## src/rtl/conv_pkg.sv

```systemverilog
// Shared types for the 3x3 window generator feeding the two-channel conv kernel.
package conv_pkg;

   localparam int KSIZE = 3;

   typedef logic [15:0] fp16_t;
   typedef fp16_t [8:0] win3x3_t;
   typedef fp16_t [KSIZE-1:0] col3_t;   // one window column: [0]=row-2, [1]=row-1, [2]=row

   typedef enum logic [1:0] {
      IDLE = 2'd0,
      RUN  = 2'd1,
      DONE = 2'd2
   } win_state_e;

   // Assemble a window from three columns, oldest column first; index = 3*r + c.
   function automatic win3x3_t pack_win(input col3_t c0, input col3_t c1, input col3_t c2);
      win3x3_t w;
      for (int r = 0; r < KSIZE; r++) begin
         w[KSIZE*r + 0] = c0[r];
         w[KSIZE*r + 1] = c1[r];
         w[KSIZE*r + 2] = c2[r];
      end
      return w;
   endfunction

endpackage

```

## src/rtl/conv_line_buf.sv

```systemverilog
// Two-row pixel delay line for one channel. A write at column addr returns the
// pixels seen at the same column one and two rows earlier (read before write).
// Contents are deliberately not reset; the caller masks stale entries.
module conv_line_buf
   import conv_pkg::*;
#(
   parameter int DEPTH = 28
) (
   input  logic                       clk,
   input  logic                       wr_en,
   input  logic [$clog2(DEPTH)-1:0]   addr,
   input  logic [15:0]                din,
   output logic [15:0]                row_1,
   output logic [15:0]                row_2
);

   fp16_t mem_1 [DEPTH];
   fp16_t mem_2 [DEPTH];

   assign row_1 = mem_1[addr];
   assign row_2 = mem_2[addr];

   // Shift the column down one row: newest pixel into mem_1, previous occupant into mem_2.
   always_ff @(posedge clk) begin
      if (wr_en) begin
         mem_1[addr] <= din;
         mem_2[addr] <= mem_1[addr];
      end
   end

endmodule

```

## src/rtl/conv_window_gen.sv

```systemverilog
// Streaming 3x3 window generator, two FP16 channels, valid-mode (no padding).
//
// state | meaning
// IDLE  | waiting for start, pixel beats ignored
// RUN   | accepting raster-order pixels, emitting windows
// DONE  | one-cycle done pulse after the last pixel of the frame
module conv_window_gen
   import conv_pkg::*;
#(
   parameter int IMG_W = 28,
   parameter int IMG_H = 28
) (
   input  logic              clk,
   input  logic              rst,
   input  logic              start,
   input  logic              in_valid,
   input  logic [15:0]       in_px_1,
   input  logic [15:0]       in_px_2,
   output logic              win_valid,
   output logic [8:0][15:0]  ifmap_1,
   output logic [8:0][15:0]  ifmap_2,
   output logic              win_last,
   output logic              busy,
   output logic              done
);

   localparam int CW = $clog2(IMG_W);
   localparam int RW = $clog2(IMG_H);
   localparam logic [CW-1:0] COL_LAST = CW'(IMG_W - 1);
   localparam logic [RW-1:0] ROW_LAST = RW'(IMG_H - 1);

   win_state_e    state_q, state_d;
   logic [CW-1:0] col_q;
   logic [RW-1:0] row_q;
   logic          accept;
   logic          last_px;
   logic          win_ok;

   fp16_t         lb_1_r1, lb_1_r2, lb_2_r1, lb_2_r2;
   col3_t         sh_1_a, sh_1_b, sh_2_a, sh_2_b;   // a = column col-2, b = column col-1
   col3_t         new_1, new_2;

   // A beat coinciding with start belongs to neither the old nor the new frame.
   assign accept  = (state_q == RUN) && in_valid && !start;
   assign last_px = (col_q == COL_LAST) && (row_q == ROW_LAST);
   assign win_ok  = (col_q >= CW'(2)) && (row_q >= RW'(2));

   assign new_1 = {in_px_1, lb_1_r1, lb_1_r2};
   assign new_2 = {in_px_2, lb_2_r1, lb_2_r2};

   conv_line_buf #(.DEPTH(IMG_W)) u_lb_1 (
      .clk   (clk),
      .wr_en (accept),
      .addr  (col_q),
      .din   (in_px_1),
      .row_1 (lb_1_r1),
      .row_2 (lb_1_r2)
   );

   conv_line_buf #(.DEPTH(IMG_W)) u_lb_2 (
      .clk   (clk),
      .wr_en (accept),
      .addr  (col_q),
      .din   (in_px_2),
      .row_1 (lb_2_r1),
      .row_2 (lb_2_r2)
   );

   // State register.
   always_ff @(posedge clk or posedge rst) begin
      if (rst) state_q <= IDLE;
      else     state_q <= state_d;
   end

   // Next-state and status decode.
   always_comb begin
      state_d = state_q;
      busy    = 1'b0;
      done    = 1'b0;
      unique case (state_q)
         IDLE: begin
            if (start) state_d = RUN;
         end
         RUN: begin
            busy = 1'b1;
            if (start)                  state_d = RUN;
            else if (accept && last_px) state_d = DONE;
         end
         DONE: begin
            done    = 1'b1;
            state_d = start ? RUN : IDLE;
         end
         default: state_d = IDLE;
      endcase
   end

   // Raster position of the next pixel to be accepted.
   always_ff @(posedge clk or posedge rst) begin
      if (rst) begin
         col_q <= '0;
         row_q <= '0;
      end else if (start) begin
         col_q <= '0;
         row_q <= '0;
      end else if (accept) begin
         if (col_q == COL_LAST) begin
            col_q <= '0;
            row_q <= (row_q == ROW_LAST) ? '0 : row_q + RW'(1);
         end else begin
            col_q <= col_q + CW'(1);
         end
      end
   end

   // Column shift registers: keep the two previous columns of the 3-row stripe.
   always_ff @(posedge clk or posedge rst) begin
      if (rst) begin
         sh_1_a <= '0;
         sh_1_b <= '0;
         sh_2_a <= '0;
         sh_2_b <= '0;
      end else if (accept) begin
         sh_1_a <= sh_1_b;
         sh_1_b <= new_1;
         sh_2_a <= sh_2_b;
         sh_2_b <= new_2;
      end
   end

   // Registered window output; ifmap holds its value between windows.
   always_ff @(posedge clk or posedge rst) begin
      if (rst) begin
         win_valid <= 1'b0;
         win_last  <= 1'b0;
         ifmap_1   <= '0;
         ifmap_2   <= '0;
      end else begin
         win_valid <= accept && win_ok;
         win_last  <= accept && win_ok && last_px;
         if (accept && win_ok) begin
            ifmap_1 <= pack_win(sh_1_a, sh_1_b, new_1);
            ifmap_2 <= pack_win(sh_2_a, sh_2_b, new_2);
         end
      end
   end

endmodule

```

## config.mk

```make
export PLATFORM = sky130hd
export DESIGN_NAME = conv_window_gen
export DESIGN_NICKNAME = d
export VERILOG_FILES = /design/src/rtl/conv_pkg.sv /design/src/rtl/conv_line_buf.sv /design/src/rtl/conv_window_gen.sv
export SDC_FILE = /design/constraint.sdc
export NUM_CORES = 2
export LEC_CHECK = 0
export ABC_AREA = 0
export BUFFER_PORTS_ARGS = -buffer_cell sky130_fd_sc_hd__buf_2
export CAP_MARGIN = 10
export CORE_MARGIN = 2
export CORE_UTILIZATION = 45
export DETAILED_ROUTE_END_ITERATION = 12
export GPL_ROUTABILITY_DRIVEN = 0
export GPL_TIMING_DRIVEN = 1
export PLACE_DENSITY = 0.63
export SYNTH_ARGS = -nofsm -noshare
export SYNTH_HDL_FRONTEND = slang
export SYNTH_SLANG_ARGS = --single-unit
```

## constraint.sdc

```tcl
create_clock -name clk -period 40.5 [get_ports clk]
set_clock_uncertainty 0.2 [all_clocks]
set_input_delay 2.025 -clock clk [delete_from_list [all_inputs] [get_ports clk]]
set_output_delay 2.025 -clock clk [all_outputs]
set_load 0.05 [all_outputs]
```

# Word level (Yosys, flattened, before mapping)
# Memories as Yosys holds them, arrays and structs flattened.
# Cells that the tools add are included.
# op_classes
addsub,2
n_mul,0
div,0
order_cmp,2
n_eq_ne,6
shifts,0
mux,16
n_bitwise,0
reduce_logical,13
# op_table
op,n
$mux 5,7
$add 5x1->5 const B,2
$eq 5x5->1 const B,2
$ge 5x2->1 const B,2
$logic_and 1x1->1,7
$mux 2,3
$pmux 2 s3,1
$mux 1,5
$reduce_and 2->1,2
$reduce_bool 2->1,2
$ne 3x2->1 const B,1
$eq 2x1->1 const B,1
$eq 2x2->1 const B,1
$logic_not 2->1,1
$ne 2x2->1 const B,1
$logic_not 1->1,1
# totals
reg_bits,494
latch_bits,0
ramBits,1792
romBits,0
in_bits,36
out_inout_bits,292
wordCells,78
memories,4
# memory_table
name,depth,width,read_ports,rd_clocked_by_memory_dff,write_ports,line,rtl
u_lb_1.mem_1,28,16,1,0,1,conv_line_buf.sv:17,fp16_t mem_1 [DEPTH];
u_lb_1.mem_2,28,16,1,0,1,conv_line_buf.sv:18,fp16_t mem_2 [DEPTH];
u_lb_2.mem_1,28,16,1,0,1,conv_line_buf.sv:17,
u_lb_2.mem_2,28,16,1,0,1,conv_line_buf.sv:18,

# Logic depth before layout (Yosys ltp)
# depth
ltp_word,7
mapped_depth,12
depth_no_buf,6

# Hierarchy
# A second synthesis with hierarchy kept.
# unflattened
hier_cells,4968
hier_area_um2,87292.5
# by_module_without_submodules
mod,instances,cells_each,area_per_inst_um2,seq_area_each_um2
conv_line_buf,2,1724,34514.4,26905.8
conv_window_gen,1,1520,18263.8,12361.9

# Least setup slack after synthesis
# OpenSTA, ideal clock, no wires.
# synth_path
path_type,in2reg
from,input start
to,"memory u_lb_1.mem_1[13][0] (netlist name), enable pin"
setup_ns,0.487
t_arrival_ns,5.831
t_required_ns,39.813
setup_slack_ns,33.982
stages,6
n_path_buf,3
cell_sequence,and4bb_2 -> buf_2 -> clkbuf_1 -> clkbuf_1 -> nand2_1 -> nor2_1
# synth_between
elab_chain_len,4
# synth_rtl
element,line,rtl
start: declaration,conv_window_gen.sv:15,"input logic start,"
$logic_not 1->1,conv_window_gen.sv:44,assign accept = (state_q == RUN) && in_valid && !start;
$logic_and 1x1->1,conv_window_gen.sv:44,
$mux 1,conv_line_buf.sv:25,if (wr_en) begin
$mux 1 (not written as such),conv_line_buf.sv:26,mem_1[addr] <= din;
end: declaration,conv_line_buf.sv:17,
# No other way between the ends.

# Worst setup path in the final report
# layout_path
from,input start
to,"memory u_lb_1.mem_1[9][8] (netlist name), enable pin"
# The elaborated chain is that of the path after synthesis.

==> impl_metrics.tcl <==
set metrics [dict create \
    hold_viol_final 0 \
    synth_area_sq_mm 0.08663 \
    yosysSeqAreaShare 0.7638 \
    post-place-ws_ns 33.52 \
    fmax_mhz 164.9 \
    drtAntennaViolNets 0 \
    clock_sinks 2286 \
    synth_enable_flop_cells 1792 \
    synth_top_area_cell "edfxtp_1" \
    cts_tree "yes" \
    final_cell_mix "edfxtp_1 (1,792), mux2i_1 (767), dfrtp_1 (491)" \
    end_kind "flop" \
    ys.flop_type "edfxtp_1" \
    cts-resized-gates 0 \
    placed_cell_area_sq_mm 0.09120 \
    via_count 44823 \
    synth_compound_area_frac 0.03634 \
    syn2layout_area_growth_pct 13.75 \
    root_buffer "clkbuf_16" \
    min_path_type "reg2reg" \
    max-vdd-ir-drop_v 0.00005422 \
    drt_iter0_drc 4703 \
    path_class "in2reg" \
    async_reset_ff_frac 0.2161 \
    max-cap-violations 0 \
    nets 5084 \
    synthSimpleGateAreaFrac 0.02085 \
    syn_inst 4645 \
    core_sq_mm 0.1920 \
    synth-xor-area-share 0.0002022 \
    synth_fa_ha_area_frac 0.0008665 \
    cts_made_buffers 222 \
    p_sw_w 0.001646 \
    status "complete, no violations" \
    h-tree-depth 4 \
    fin_area_sq_mm 0.09855 \
    die_h_microns 442.8 \
    synth_cell_types 51 \
    post-route-period-util 0.1497 \
    critical_path_required_ns 40.74 \
    power_frac_comb 0.156 \
    ctsLongestPathBuffers 3 \
    synth_top_area_frac 0.6211 \
    grt_max_degree 151 \
    muxShareOfSynthArea 0.1608 \
    final-setup-viol-count 0 \
    io_pins 328 \
    ys_seq_elements 2286 \
    ys_warn_count 0 \
    seq_power_share 0.491 \
    die_x_microns 442.8 \
    routed_wl_mm 211.8 \
    leakagePower_nw 34.00 \
    grt_overflow 0 \
    grt_use_total 0.2136 \
    timing.slew.headroom 0.1853 \
    rsz0062_at_grt "no" \
    pwr_density_cell_mw_per_mm2 58.89 \
    drive_gt1_frac 0.2345 \
    insertion_delay_ns 0.89 \
    arrival_ns 6.30 \
    p_int_w 0.004158 \
    wl_per_cell_microns 27.30 \
    period_minus_slack_ns 6.063 \
    rows 161 \
    final.setup.worst_slack_ns 34.44 \
    port_buffers 327 \
    synth.avg_cell_area_sq_um 18.65 \
    synth_area_leaders "edfxtp_1 (62%), dfrtp_1 (14%), mux2i_1 (8.9%), mux2_2 (4.3%), o22ai_1 (1.9%)" \
    final_max_slew_viol_count 0 \
    layout_commonest_cell "edfxtp_1" \
    die_area_sq_mm 0.1960 \
    critPathLaunchType "input pin" \
    drc 0 \
    vias_per_cell 5.777 \
    start_util 0.4513 \
    grt_pass1_wl_mm 308.9 \
    synth_top_family_by_area "multiplexers" \
    postCtsSetupBuffers 0 \
    synth.net_count 4687 \
    post_cts_hold_buffer_count 0 \
    fin_tns_setup_ns 0 \
    switching_share 0.2836 \
    grt_pass1_vias 44863 \
    crit_fanout 61 \
    place_hpwl_mm 118.6 \
    clockPowerShare 0.353 \
    antenna_found_initial 17 \
    path_clk_slew_ns 0.06 \
    first_pass_iters 7 \
    tightest_slew_ns 1.219 \
]
[worst max-delay path, stage by stage]
cell,delay [ns]
buf_2,0.18
and4bb_4,0.91
buf_4,0.69
nand2_1,0.59
nor2_4,0.97
buf_4,0.78
[layout make-up]
| type | instances | area [sq um] |
|---|---|---|
| Sequential cell | 2286 | 66180 |
| Fill cell | 15297 | 93430 |
| Inverter | 5 | 26.28 |
| Antenna cell | 4 | 10.01 |
| Clock buffer | 292 | 6156 |
| Clock inverter | 119 | 1189 |
| Tap cell | 2526 | 3161 |
| Timing Repair Buffer | 434 | 2502 |
| Multi-Input combinational cell | 2093 | 19320 |
[routing by layer]
metal / vias to the layer above / track usage / wire length (microns)
met1: 23645 / 0.2971 / 90140
met5: - / 0 / 0
li1: 19266 / - / -
met2: 1615 / 0.3460 / 101800
met3: 297 / 0.03668 / 14260
met4: 0 / 0.06382 / 5624
[cells by family after synthesis]
family | Yosys count
buf+inv | 266
fa+ha+maj | 6
compound gates | 482
xor+xnor | 2
simple gates | 347
mux | 1256
flops | 2286
[registers in the layout (all words and copies together) (netlist names), 144 cells and up]
| register | count |
|---|---|
| u_lb_1.mem_2 | 448 |
| ifmap_1 | 144 |
| ifmap_2 | 144 |
| u_lb_2.mem_1 | 448 |
| u_lb_2.mem_2 | 448 |
| u_lb_1.mem_1 | 448 |
[power by group through the flow]
stage	combinational [W]	sequential, W	clock (W)
after global routing	0.000957	0.00287	0.00218
after floorplan	0.000314	0.00322	0
after detailed placement	0.000917	0.00290	0
after global placement	0.000906	0.00289	0
after CTS	0.000918	0.00285	0.00209
final	0.000908	0.00285	0.00205
[stage by stage]
stage	cells	hold slack (ns)	utilization	total power, W
detailed placement	7344	0.2692	0.4750	0.003817
global placement	7344	0.2643	0.4750	0.003800
floorplan	4645	0.2602	-	0.003535
CTS	7755	0.2503	0.5133	0.005857
global route	7757	0.2867	0.5133	0.006008
finish	7759	0.2496	0.5133	0.005804
[path summary, 6_finish.rpt]
check                      startpoint            endpoint  slack [ns]  cells after the start
setup / recovery                start  u_lb_1.mem_1[9][8]       34.44                      6
hold / removal             sh_1_b[35]          sh_1_a[35]        0.25                      1
setup reg to reg             col_q[1]         ifmap_2[83]       34.49                      8
hold reg to reg            sh_1_b[35]          sh_1_a[35]        0.25                      1
max in group asynchronous         rst          sh_2_a[47]       35.95                      5
min in group asynchronous         rst         ifmap_2[65]        1.05                      2
[cell usage after synthesis, types with 5 or more instances]
master and instances:
edfxtp_1 1792, nand2_1 50, buf_2 135, buf_1 9, nand4bb_1 5, mux2_2 328, ha_1 6, clkbuf_1 49
and2_1 6, buf_4 51, nor4_1 39, a211oi_1 7, a31oi_1 57, a22oi_1 114, mux4_2 66, o22ai_1 268
buf_6 17, nor2b_1 5, nor3_1 5, dfrtp_1 494, inv_1 5, mux2i_1 767, or4_1 25, mux2_1 95
a21oi_1 29, nand3_1 93, nor2_1 95
Power figures use the tool's default switching activity.
